===== config.mk =====
export PLATFORM = sky130hd
export DESIGN_NAME = scarv_ram_initiator
export DESIGN_NICKNAME = d
export VERILOG_FILES = /design/src/rtl/scarv_ram_initiator.sv
export SDC_FILE = /design/constraint.sdc
export NUM_CORES = 1
export LEC_CHECK = 0
export CAP_MARGIN = 10
export CORE_ASPECT_RATIO = 1.1
export CORE_MARGIN = 2
export CORE_UTILIZATION = 43
export CTS_CLUSTER_DIAMETER = 150
export CTS_CLUSTER_SIZE = 40
export DETAILED_ROUTE_END_ITERATION = 8
export PLACE_DENSITY = 0.88
export SYNTH_ARGS = -nofsm -noshare
export SYNTH_HDL_FRONTEND = slang
export SYNTH_SLANG_ARGS = --single-unit

===== constraint.sdc =====
create_clock -name g_clk -period 6.9 [get_ports g_clk]
set_input_delay 2.07 -clock g_clk [delete_from_list [all_inputs] [get_ports g_clk]]
set_output_delay 2.07 -clock g_clk [all_outputs]
set_load 0.02 [all_outputs]

===== src/rtl/scarv_ram_initiator.sv =====
// SoC req/gnt + recv/ack bus to single-port BRAM bridge with address decode,
// error responses and a 2-entry in-order response FIFO. Optional macro: SCARV_RAM_INITIATOR_PERF_EN.
module scarv_ram_initiator #(
  parameter logic [31:0] BASE_ADDR = 32'h0000_0000,
  parameter logic [31:0] SIZE      = 32'h0000_4000,
  parameter int unsigned RAM_AW    = 14,
  parameter int unsigned WIDTH     = 32,
  parameter bit          WRITE_EN  = 1'b1
) (
  input  logic                 g_clk,
  input  logic                 g_reset,
  input  logic                 mem_req,
  output logic                 mem_gnt,
  input  logic                 mem_wen,
  input  logic [WIDTH/8-1:0]   mem_strb,
  input  logic [WIDTH-1:0]     mem_wdata,
  input  logic [31:0]          mem_addr,
  output logic                 mem_recv,
  input  logic                 mem_ack,
  output logic                 mem_error,
  output logic [WIDTH-1:0]     mem_rdata,
  output logic                 ram_cen,
  output logic                 ram_wen,
  output logic [WIDTH/8-1:0]   ram_strb,
  output logic [WIDTH-1:0]     ram_wdata,
  output logic [RAM_AW-1:0]    ram_addr,
  input  logic [WIDTH-1:0]     ram_rdata
`ifdef SCARV_RAM_INITIATOR_PERF_EN
  ,
  output logic [31:0]          perf_rd,
  output logic [31:0]          perf_wr,
  output logic [31:0]          perf_err
`endif
);

  localparam int unsigned DEPTH = 2;

  logic                hit;
  logic                bad;
  logic                pop;
  logic                push;
  logic [2:0]          occupancy;
  logic                push_err;
  logic [WIDTH-1:0]    push_data;

  logic                inflight;
  logic                inf_bad;
  logic                inf_wen;
  logic [1:0]          count;
  logic                wr_ptr;
  logic                rd_ptr;
  logic [DEPTH-1:0]    fifo_err;
  logic [WIDTH-1:0]    fifo_data [DEPTH];

  // Address decode and access legality.
  assign hit = ((mem_addr & ~(SIZE - 32'd1)) == BASE_ADDR);
  assign bad = !hit || (mem_wen && !WRITE_EN);

  // Occupancy counts responses already owed: queued plus the one in flight.
  assign pop       = mem_recv && mem_ack;
  assign occupancy = 3'(count) + 3'(inflight) - 3'(pop);
  assign mem_gnt   = mem_req && !g_reset && (occupancy < 3'(DEPTH));

  assign ram_cen   = mem_gnt && !bad;
  assign ram_wen   = mem_wen;
  assign ram_strb  = mem_strb;
  assign ram_wdata = mem_wdata;
  assign ram_addr  = mem_addr[RAM_AW-1:0];

  // RAM read data is captured into the FIFO the cycle after the grant.
  assign push      = inflight;
  assign push_err  = inf_bad;
  assign push_data = (inf_bad || inf_wen) ? '0 : ram_rdata;

  assign mem_recv  = (count != 2'd0);
  assign mem_error = mem_recv && fifo_err[rd_ptr];
  assign mem_rdata = mem_recv ? fifo_data[rd_ptr] : '0;

  always_ff @(posedge g_clk) begin
    if (g_reset) begin
      inflight <= 1'b0;
      inf_bad  <= 1'b0;
      inf_wen  <= 1'b0;
      count    <= 2'd0;
      wr_ptr   <= 1'b0;
      rd_ptr   <= 1'b0;
      fifo_err <= '0;
      for (int i = 0; i < int'(DEPTH); i++) fifo_data[i] <= '0;
    end else begin
      inflight <= mem_gnt;
      inf_bad  <= bad;
      inf_wen  <= mem_wen;
      if (push) begin
        fifo_data[wr_ptr] <= push_data;
        fifo_err[wr_ptr]  <= push_err;
        wr_ptr            <= ~wr_ptr;
      end
      if (pop) rd_ptr <= ~rd_ptr;
      count <= count + 2'(push) - 2'(pop);
    end
  end

`ifdef SCARV_RAM_INITIATOR_PERF_EN
  // Saturating event counters, one increment per granted request.
  always_ff @(posedge g_clk) begin
    if (g_reset) begin
      perf_rd  <= '0;
      perf_wr  <= '0;
      perf_err <= '0;
    end else if (mem_gnt) begin
      if (bad) begin
        if (perf_err != 32'hFFFF_FFFF) perf_err <= perf_err + 32'd1;
      end else if (mem_wen) begin
        if (perf_wr != 32'hFFFF_FFFF) perf_wr <= perf_wr + 32'd1;
      end else begin
        if (perf_rd != 32'hFFFF_FFFF) perf_rd <= perf_rd + 32'd1;
      end
    end
  end
`endif

endmodule


==> impl_metrics.json <==
{
  "diodes": 0,
  "ioPinCount": 192,
  "place_congestion": 0.756,
  "crit_arrival_ns": 4.62,
  "rsz0062_at_grt": "false",
  "clkLatencyLatePin_ns": 0.33,
  "dp_cells": 451,
  "cellInternalPower_w": 0.000921,
  "vias": 2360,
  "status": "complete, no violations",
  "fillers": 713,
  "numPortBuffers": 91,
  "fp-row-count": 35,
  "yosysSeqAreaShare": 0.570,
  "wl_per_cell_um": 14.9,
  "drc_errors": 0,
  "synth_edf_count": 64,
  "power_leakage_nw": 1.85,
  "critPathSlowestCell": "clkdlybuf4s50_1",
  "ir_drop_mv": 0.157,
  "yosys_warnings": 0,
  "final_cells": 467,
  "start_kind": "input port",
  "cts_root_buffer": "clkbuf_8",
  "clock_sinks": 74,
  "synth.distinct_cells": 26,
  "final_common_cell": "clkdlybuf4s50_1",
  "grt_pass1_vias": 2338,
  "hold-worst-slack_ns": 0.493,
  "cts_tree": "yes",
  "synth-seq-cells": 74,
  "synthCells": 316,
  "synth_area_per_cell_um2": 11.8,
  "dr.pass1.iters": 4,
  "die_area_um2": 9410,
  "start_util": 0.442,
  "setup_tns_ns": 0,
  "cts_buffer_depth": 2,
  "relSlewSlack": 0.248,
  "drt_iter0_drc": 111,
  "grt_max_degree": 65,
  "multi_input_area_um2": 1120,
  "p_sw_frac": 0.317,
  "async_flop_share": 0,
  "finClkSkew_ns": 0.00631,
  "ant_nets": 0,
  "area_growth_pct": 21.6,
  "seq_area_um2": 2120,
  "required_ns": 4.83,
  "antenna_found_initial": 0,
  "sequentialPowerShare": 0.468,
  "drive_above_1_share": 0.0674,
  "hpwl_mm": 4.66,
  "p_per_area_nw_per_um2": 298,
  "layout_common_cells": "clkdlybuf4s50_1, and3_1, edfxtp_1, nor2_1, mux2i_1",
  "criticalPathCategory": "input port to output pin",
  "setup_viol": 0,
  "switchingPower_w": 0.000429,
  "vias_per_cell": 5.05,
  "tightest_slew_ns": 1.13,
  "end_kind": "output pin",
  "synthFlopType": "edfxtp_1",
  "drt_wl_total_mm": 6.95,
  "clkPwrFrac": 0.209,
  "crit_fanout": 2,
  "track_usage": 0.151,
  "clkSlewWorstSetupHoldPaths_ns": 0.07,
  "post-route-min-period_ns": 6.69,
  "fmax_ghz": 0.150,
  "die_w_um": 92.7,
  "die_h_um": 102,
  "combPwrFrac": 0.323,
  "finalCritPeriodShare": 0.969,
  "cts_hold_buf": 0,
  "hold_path.class": "flip-flop to flip-flop",
  "maxSlewViolCount": 0,
  "slowest_delay_ns": 0.67,
  "cp_cell_sequence": "clkdlybuf4s50_1 > o21ai_0 > inv_1 > ha_1 > inv_1 > ha_1 > fa_1 > xnor2_1 > nor4b_2 > clkdlybuf4s50_1",
  "core_area_um2": 8410,
  "maxCapViolCount": 0,
  "synth.cell_area_um2": 3720,
  "htreeDepth": 3,
  "nets": 459,
  "hold_violations": 0,
  "synth_nets": 424,
  "overflow": 0,
  "grt_pass1_wl_mm": 10.9,
  "cts-buffers-inserted": 9
}
[timing repair]
action / CTS / global route
gates resized for setup: 0 / 1
hold endpoints to repair: 0 / 0
setup buffers: 0 / 0
endpoints found under the setup margin: 0 / 1
[metrics by stage]
step | total power [W] | utilization | setup WS (ns) | instance area, µm²
6_report | 0.00135 | 0.538 | 0.213 | 4520
5_1_grt | 0.00142 | 0.538 | 0.0499 | 4520
4_1_cts | 0.00136 | 0.538 | 0.0309 | 4520
3_5_place_dp | 0.00109 | 0.518 | 0.0431 | 4360
3_3_place_gp | 0.00107 | 0.518 | 0.0774 | 4360
2_1_floorplan | 0.000928 | - | 0.697 | 3720
[Yosys cell counts (all sizes together), types with 2 or more instances]
master / instances / area share
nor4b: 2 / 0.0064
nor2: 39 / 0.039
and3: 65 / 0.11
clkbuf: 13 / 0.013
xnor2: 2 / 0.0047
buf: 58 / 0.11
nor3b: 2 / 0.0067
o21ai: 2 / 0.0027
dfxtp: 10 / 0.054
mux2i: 33 / 0.089
inv: 9 / 0.0091
edfxtp: 64 / 0.52
ha: 2 / 0.0067
nor4: 4 / 0.0067
nor2b: 3 / 0.0050
[power groups by stage]
stage	Combinational (W)	Sequential (W)	Clock [W]
final	0.000436	0.000632	0.000283
after detailed placement	0.000441	0.000644	0
after global routing	0.000475	0.000643	0.000303
after CTS	0.000443	0.000634	0.000287
after global placement	0.000433	0.000639	0
after floorplan	0.000325	0.000603	0
[per-layer routing]
layer,up-vias,part of all wire,track usage
met5,-,0,0
met4,0,0.011,0.0509
met3,11,0.070,0.0580
met2,93,0.53,0.270
met1,1123,0.39,0.164
li1,1133,-,-
[logic make-up (layout without fill, tap and decap cells)]
logic type / count (synthesis) / in the layout / share of synthesized area
adders and majority gates: 3 / 3 / 0.0121
and+or+nand+nor: 117 / 117 / 0.177
DFF: 74 / 74 / 0.570
xor gates and xnor gates: 3 / 3 / 0.00706
muxes: 33 / 33 / 0.0888
buffers and inverters: 80 / 120 / 0.135
AOI/OAI and AO/OA: 6 / 6 / 0.0101
[final cells by class]
cell class,count,area share
Clock buffer,12,0.0321
Clock inverter,4,0.00415
Inverter,9,0.00747
Multi-Input combinational cell,162,0.248
Sequential cell,74,0.469
Tap cell,111,0.0307
Timing Repair Buffer,95,0.209
[sequential cells by signal, summed over array words and instances, names as in the netlist, named ones only]
register and flops:
inf_wen 1, inf_bad 1, fifo_data 64, count 2, rd_ptr 1, wr_ptr 1
inflight 1, fifo_err 2
[critical path, delay by kind of cell]
family                     cells  cell delay [ns]
buffers and inverters          4             1.18
adders and majority gates      3             0.84
and+or+nand+nor                1             0.25
xor gates and xnor gates       1             0.16
AOI/OAI and AO/OA              1             0.12
[path summary, 6_finish.rpt]
check	from	to	slack, ns	depth (start not counted)
max	mem_ack	mem_gnt	0.21	10
min	fifo_err[0]$_SDFFE_PP0P_	fifo_err[0]$_SDFFE_PP0P_	0.49	2
max reg2reg	count[1]$_SDFF_PP0_	inflight$_SDFF_PP0_	4.83	8
min reg2reg	fifo_err[0]$_SDFFE_PP0P_	fifo_err[0]$_SDFFE_PP0P_	0.49	2
Note: power is estimated with default switching activity, not from simulation.
